<file path="src/rtl/pwm_pkg.sv">
// Shared definitions for the motor PWM stage: FSM encoding and counter widths.
package pwm_pkg;

    typedef enum logic [1:0] {
        OFF  = 2'd0,
        RUN  = 2'd1,
        DEAD = 2'd2
    } pwm_state_e;

    localparam int                    PWM_COUNT_W = 8;
    localparam logic [PWM_COUNT_W-1:0] PWM_MAX    = 8'd255;
    localparam int                    DEAD_CNT_W  = 4;

endpackage

</file>
<file path="src/rtl/pwm_prescaler.sv">
// Divides the system clock by CLK_DIV; tick marks the last clock of each PWM count.
module pwm_prescaler #(
    parameter int CLK_DIV = 4
) (
    input  logic clock,
    input  logic reset,
    input  logic clear,
    output logic tick
);

    localparam int                PRESC_W    = (CLK_DIV > 1) ? $clog2(CLK_DIV) : 1;
    localparam logic [PRESC_W-1:0] PRESC_LAST = PRESC_W'(CLK_DIV - 1);

    logic [PRESC_W-1:0] presc_q;
    logic [PRESC_W-1:0] presc_d;

    always_comb begin
        presc_d = presc_q + PRESC_W'(1);
        if (clear || (presc_q == PRESC_LAST)) begin
            presc_d = '0;
        end
    end

    always_ff @(posedge clock) begin
        if (reset) begin
            presc_q <= '0;
        end else begin
            presc_q <= presc_d;
        end
    end

    // Gated so that CLK_DIV=1 cannot tick while the generator is off.
    assign tick = !clear && (presc_q == PRESC_LAST);

endmodule

</file>
<file path="src/rtl/pwm_generator.sv">
// PWM output stage for the motor PID: period-aligned ratio/direction updates with
// dead-time on reversal and a one-cycle pwm_done acknowledge per applied update.
module pwm_generator
    import pwm_pkg::*;
#(
    parameter int CLK_DIV      = 4,
    parameter int DEAD_PERIODS = 2
) (
    input  logic                   clock,
    input  logic                   reset,
    input  logic                   pwm_enable,
    input  logic                   pwm_update,
    input  logic [PWM_COUNT_W-1:0] pwm_ratio,
    input  logic                   pwm_direction,
    output logic                   pwm_done,
    output logic                   pwm_out,
    output logic                   dir_out,
    output logic [PWM_COUNT_W-1:0] active_ratio,
    output logic [1:0]             state_dbg
);

    pwm_state_e             state_q, state_d;
    logic [PWM_COUNT_W-1:0] count_q, count_d;
    logic [DEAD_CNT_W-1:0]  dead_cnt_q, dead_cnt_d;
    logic [PWM_COUNT_W-1:0] active_ratio_q, active_ratio_d;
    logic [PWM_COUNT_W-1:0] pend_ratio_q, pend_ratio_d;
    logic                   pend_dir_q, pend_dir_d;
    logic                   pend_valid_q, pend_valid_d;
    logic                   pwm_out_q, pwm_out_d;
    logic                   dir_out_q, dir_out_d;
    logic                   pwm_done_q, pwm_done_d;
    logic                   tick;
    logic                   boundary;

    pwm_prescaler #(.CLK_DIV(CLK_DIV)) u_prescaler (
        .clock (clock),
        .reset (reset),
        .clear (state_q == OFF),
        .tick  (tick)
    );

    assign boundary = tick && (count_q == PWM_MAX);

    always_comb begin
        state_d        = state_q;
        count_d        = tick ? count_q + 8'd1 : count_q;
        dead_cnt_d     = dead_cnt_q;
        active_ratio_d = active_ratio_q;
        pend_ratio_d   = pend_ratio_q;
        pend_dir_d     = pend_dir_q;
        pend_valid_d   = pend_valid_q;
        dir_out_d      = dir_out_q;
        pwm_done_d     = 1'b0;
        pwm_out_d      = (state_q == RUN) && (count_q < active_ratio_q);

        case (state_q)
            OFF: begin
                count_d        = '0;
                active_ratio_d = '0;
                pend_ratio_d   = '0;
                pend_dir_d     = 1'b0;
                pend_valid_d   = 1'b0;
                if (pwm_enable) begin
                    state_d = RUN;
                end
            end
            RUN: begin
                if (boundary && pend_valid_q) begin
                    if (pend_dir_q == dir_out_q) begin
                        active_ratio_d = pend_ratio_q;
                        pwm_done_d     = 1'b1;
                        pend_valid_d   = 1'b0;
                    end else begin
                        active_ratio_d = '0;
                        dead_cnt_d     = DEAD_CNT_W'(DEAD_PERIODS);
                        state_d        = DEAD;
                    end
                end
            end
            DEAD: begin
                if (boundary) begin
                    if (dead_cnt_q == DEAD_CNT_W'(1)) begin
                        dir_out_d      = pend_dir_q;
                        active_ratio_d = pend_ratio_q;
                        pwm_done_d     = 1'b1;
                        pend_valid_d   = 1'b0;
                        state_d        = RUN;
                    end else begin
                        dead_cnt_d = dead_cnt_q - DEAD_CNT_W'(1);
                    end
                end
            end
            default: begin
                state_d = OFF;
            end
        endcase

        // Captured after the boundary logic so a coincident sample waits for the next boundary.
        if (pwm_update && (state_q != OFF)) begin
            pend_ratio_d = pwm_ratio;
            pend_dir_d   = pwm_direction;
            pend_valid_d = 1'b1;
        end

        if (!pwm_enable) begin
            state_d        = OFF;
            pwm_out_d      = 1'b0;
            active_ratio_d = '0;
            pend_valid_d   = 1'b0;
            pwm_done_d     = 1'b0;
            dead_cnt_d     = '0;
        end
    end

    always_ff @(posedge clock) begin
        if (reset) begin
            state_q        <= OFF;
            count_q        <= '0;
            dead_cnt_q     <= '0;
            active_ratio_q <= '0;
            pend_ratio_q   <= '0;
            pend_dir_q     <= 1'b0;
            pend_valid_q   <= 1'b0;
            pwm_out_q      <= 1'b0;
            dir_out_q      <= 1'b0;
            pwm_done_q     <= 1'b0;
        end else begin
            state_q        <= state_d;
            count_q        <= count_d;
            dead_cnt_q     <= dead_cnt_d;
            active_ratio_q <= active_ratio_d;
            pend_ratio_q   <= pend_ratio_d;
            pend_dir_q     <= pend_dir_d;
            pend_valid_q   <= pend_valid_d;
            pwm_out_q      <= pwm_out_d;
            dir_out_q      <= dir_out_d;
            pwm_done_q     <= pwm_done_d;
        end
    end

    assign pwm_done     = pwm_done_q;
    assign pwm_out      = pwm_out_q;
    assign dir_out      = dir_out_q;
    assign active_ratio = active_ratio_q;
    assign state_dbg    = state_q;

endmodule

</file>
<file path="config.mk">
export PLATFORM = sky130hd
export DESIGN_NAME = pwm_generator
export DESIGN_NICKNAME = d
export VERILOG_FILES = /design/src/rtl/pwm_pkg.sv /design/src/rtl/pwm_prescaler.sv /design/src/rtl/pwm_generator.sv
export SDC_FILE = /design/constraint.sdc
export NUM_CORES = 1
export LEC_CHECK = 0
export BUFFER_PORTS_ARGS = -buffer_cell sky130_fd_sc_hd__buf_4
export CORE_UTILIZATION = 50
export CTS_BUF_LIST = sky130_fd_sc_hd__clkbuf_4 sky130_fd_sc_hd__clkbuf_8
export DETAILED_ROUTE_END_ITERATION = 10
export PLACE_DENSITY = 0.71
export SYNTH_ARGS = -nofsm -noshare
export SYNTH_HDL_FRONTEND = slang
export SYNTH_HIERARCHICAL = 1
export SYNTH_SLANG_ARGS = --single-unit
</file>
<file path="constraint.sdc">
create_clock -name clock -period 2.7 [get_ports clock]
set_input_delay 0.135 -clock clock [delete_from_list [all_inputs] [get_ports clock]]
set_output_delay 0.135 -clock clock [all_outputs]
set_load 0.005 [all_outputs]
</file>
==> impl_metrics.toml <==
[global_routing]
grt_util_all_layers_pct = 20.7
grt_first_pass_wirelength_mm = 6.60
grt_pass1_vias = 1409
overflow = 0
grt_max_degree = 18
antenna_found_initial = 0

[layout]
diodes = 0
nets = 264
drive_above_1_share_pct = 17.3
finish.instance_area_sq_mm = 0.00226
n_fill_cell = 346
syn2layout_area_growth_pct = 17.4

[sta]
fin_skew_ns = 0.00689
tightest_slew_ns = 0.612
hold_viol = 0
rsz0062_at_grt = "no"
fin_crit_ns = 2.35
worst_slack_ns = 0.351
timing.final.crit_share_pct = 87.0
setup_viol = 0
slew_headroom_pct = 58.9
tns_ns = 0
fmax_mhz = 426
report.final.slew_viol_count = 0

[synth]
ys_async_sr_fraction_pct = 0
synthDistinctLibCells = 47
yosysMostFrequentCell = "dfxtp_1"
yosys_most_used_dff = "dfxtp_1"
synth_nets = 240
synth_commonest_cells = "dfxtp_1 (37), nor2_1 (22), mux2i_1 (20), ha_1 (15), nand2_1 (15)"
synth_top_area_share_pct = 38.4
netlist_area_sq_mm = 0.00193
synth_edf_count = 0
synth_largest_area_cell = "dfxtp_1"
synthTopCellsByArea = "dfxtp_1 (38%), mux2i_1 (10%), ha_1 (9.7%), nor2_1 (4.3%), nand3_1 (3.4%)"
seq_area_frac_synth_pct = 38.4
ys_ff_latch = 37
syn_inst = 212
synth_warnings = 6
syn_area_per_cell_sq_um = 9.10

[route]
wl_met3_um = 97
dr_wl_met2_mm = 1.75
drt_iter0_markers = 111
postRouteAntennaNets = 0
routed_via_density = 5.39
wl_met1_mm = 1.97
highest_layer = "met4"
wire_per_inst_um = 13.5
first_pass_iters = 4
num_vias = 1537
wirelength_mm = 3.84
drc_errors = 0

[clocking]
post_cts_buffers = 0
holdBufCountCts = 0
cts_resized = 0
cts_made_buffers = 5
clk_pin_slew_ns = 0.08
cts_sinks = 37
clock_path_buffers = 2
cts_tree = "done"
worst_skew_pair.late_latency_ns = 0.28
cts_root_buf = "clkbuf_8"
htree_levels = 2

[setup_path]
worst_setup_path_end_kind = "register"
slowest_delay_ns = 0.50
crit_chain = "inv_1 -> ha_1 -> nor2b_1 -> nand4_2 -> or2_0 -> a2111oi_0 -> o21ai_0"
crit_required_ns = 2.85
cp_slowest_cell = "a2111oi_0"
r2r-start = "state_dbg[0]"
critPathLaunch = "state_dbg[0]"
critPathArrivalTime_ns = 2.50
crit_path_max_fanout = 7
startpoint_type = "register"
path_delay_family = "simple AND/OR/NAND/NOR gates"
cp.buffers_inverters = 1
critPathKind = "register to register"

[power_and_ir_drop]
p_leak_nw = 0.912
total_power_mw = 1.21
power.density_mw_per_mm2 = 535
irDropWorstVdd_v = 0.000367

[floorplanning]
coreArea_sq_mm = 0.00369
ioPinCount = 26
fp.dieW_um = 64.1
die_h_um = 64.1
rows = 22
start_util_pct = 52.3
die-area_sq_mm = 0.00411

[placed_design]
post-place-ws_ns = 0.402
globalplace.congestion = 0.815
placed_area_sq_mm = 0.00215
dp_hpwl_mm = 2.81
io_buffer_count = 25

[worst_hold_path]
hp-class = "input port to register"
hp-start = "reset"

[status]
status = "finished, final reports clean"

[job]
maxCapViolations = 0
final cells by class:
cell class                 count  area, sq um  share of cell area, %
clock buffer                   5         68.8                   3.04
timing repair buffer          27          203                   8.95
inverter                      14         52.6                   2.32
clock inverter                 3         46.3                   2.04
sequential                    37          741                   32.7
tap                           48         60.1                   2.65
multi-input combinational    151         1090                   48.3
kinds of logic after synthesis:
group / count (synthesis) / synth area share (%)
AND/OR/NAND/NOR: 77 / 21.3
multiplexers: 20 / 10.4
adder cells (fa/ha/maj): 15 / 9.73
buffers and inverters: 24 / 4.93
AO/OA/AOI/OAI: 30 / 11.2
XOR/XNOR: 9 / 4.09
flip-flops: 37 / 38.4
placed cells by master (no fill, tap or decap), types with 3 or more instances in the layout:
master and instances:
nor2_1 22, nand3_1 13, clkbuf_8 5, mux2i_1 20
nor3b_1 3, xor2_1 7, nand4_1 6, a21o_1 4
ha_1 15, dfxtp_1 37, a21oi_1 3, inv_1 14
nand2_1 15, o21ai_0 5, buf_4 27
routing by layer:
layer / vias up / track usage (%)
met1: 708 / 28.0
met4: 0 / 6.39
met5: - / 0
li1: 796 / -
met3: 2 / 5.54
met2: 31 / 32.2
stage by stage:
stage	utilization, %	cells	hold slack (ns)
finish	61.4	285	0.0473
global route	61.4	285	0.0383
CTS	61.4	285	0.0404
detailed placement	58.3	277	0.353
global placement	58.3	277	0.349
floorplan	-	212	0.207
path summary, 6_finish.rpt:
path                                                to  slack, ns  cells past startpoint
worst min-delay path                           dir_out       0.05                      2
worst max register to register           dead_cnt_q[2]       0.35                      7
worst min register to register  u_prescaler/presc_q[0]       0.44                      1
worst max-delay path                     dead_cnt_q[2]       0.35                      7
sequential cells by signal (all words and copies together) (netlist names):
register	cells
count_q	8
pwm_out	1
pend_valid_q	1
pwm_done	1
active_ratio	8
dir_out	1
pend_dir_q	1
u_prescaler/presc_q	2
pend_ratio_q	8
state_dbg	2
dead_cnt_q	4
power breakdown:
part / internal [mW] / switching (mW)
combinational: 0.0687 / 0.0978
sequential: 0.555 / 0.00805
clock: 0.276 / 0.205
No activity file was read; power rests on OpenSTA's default activity.
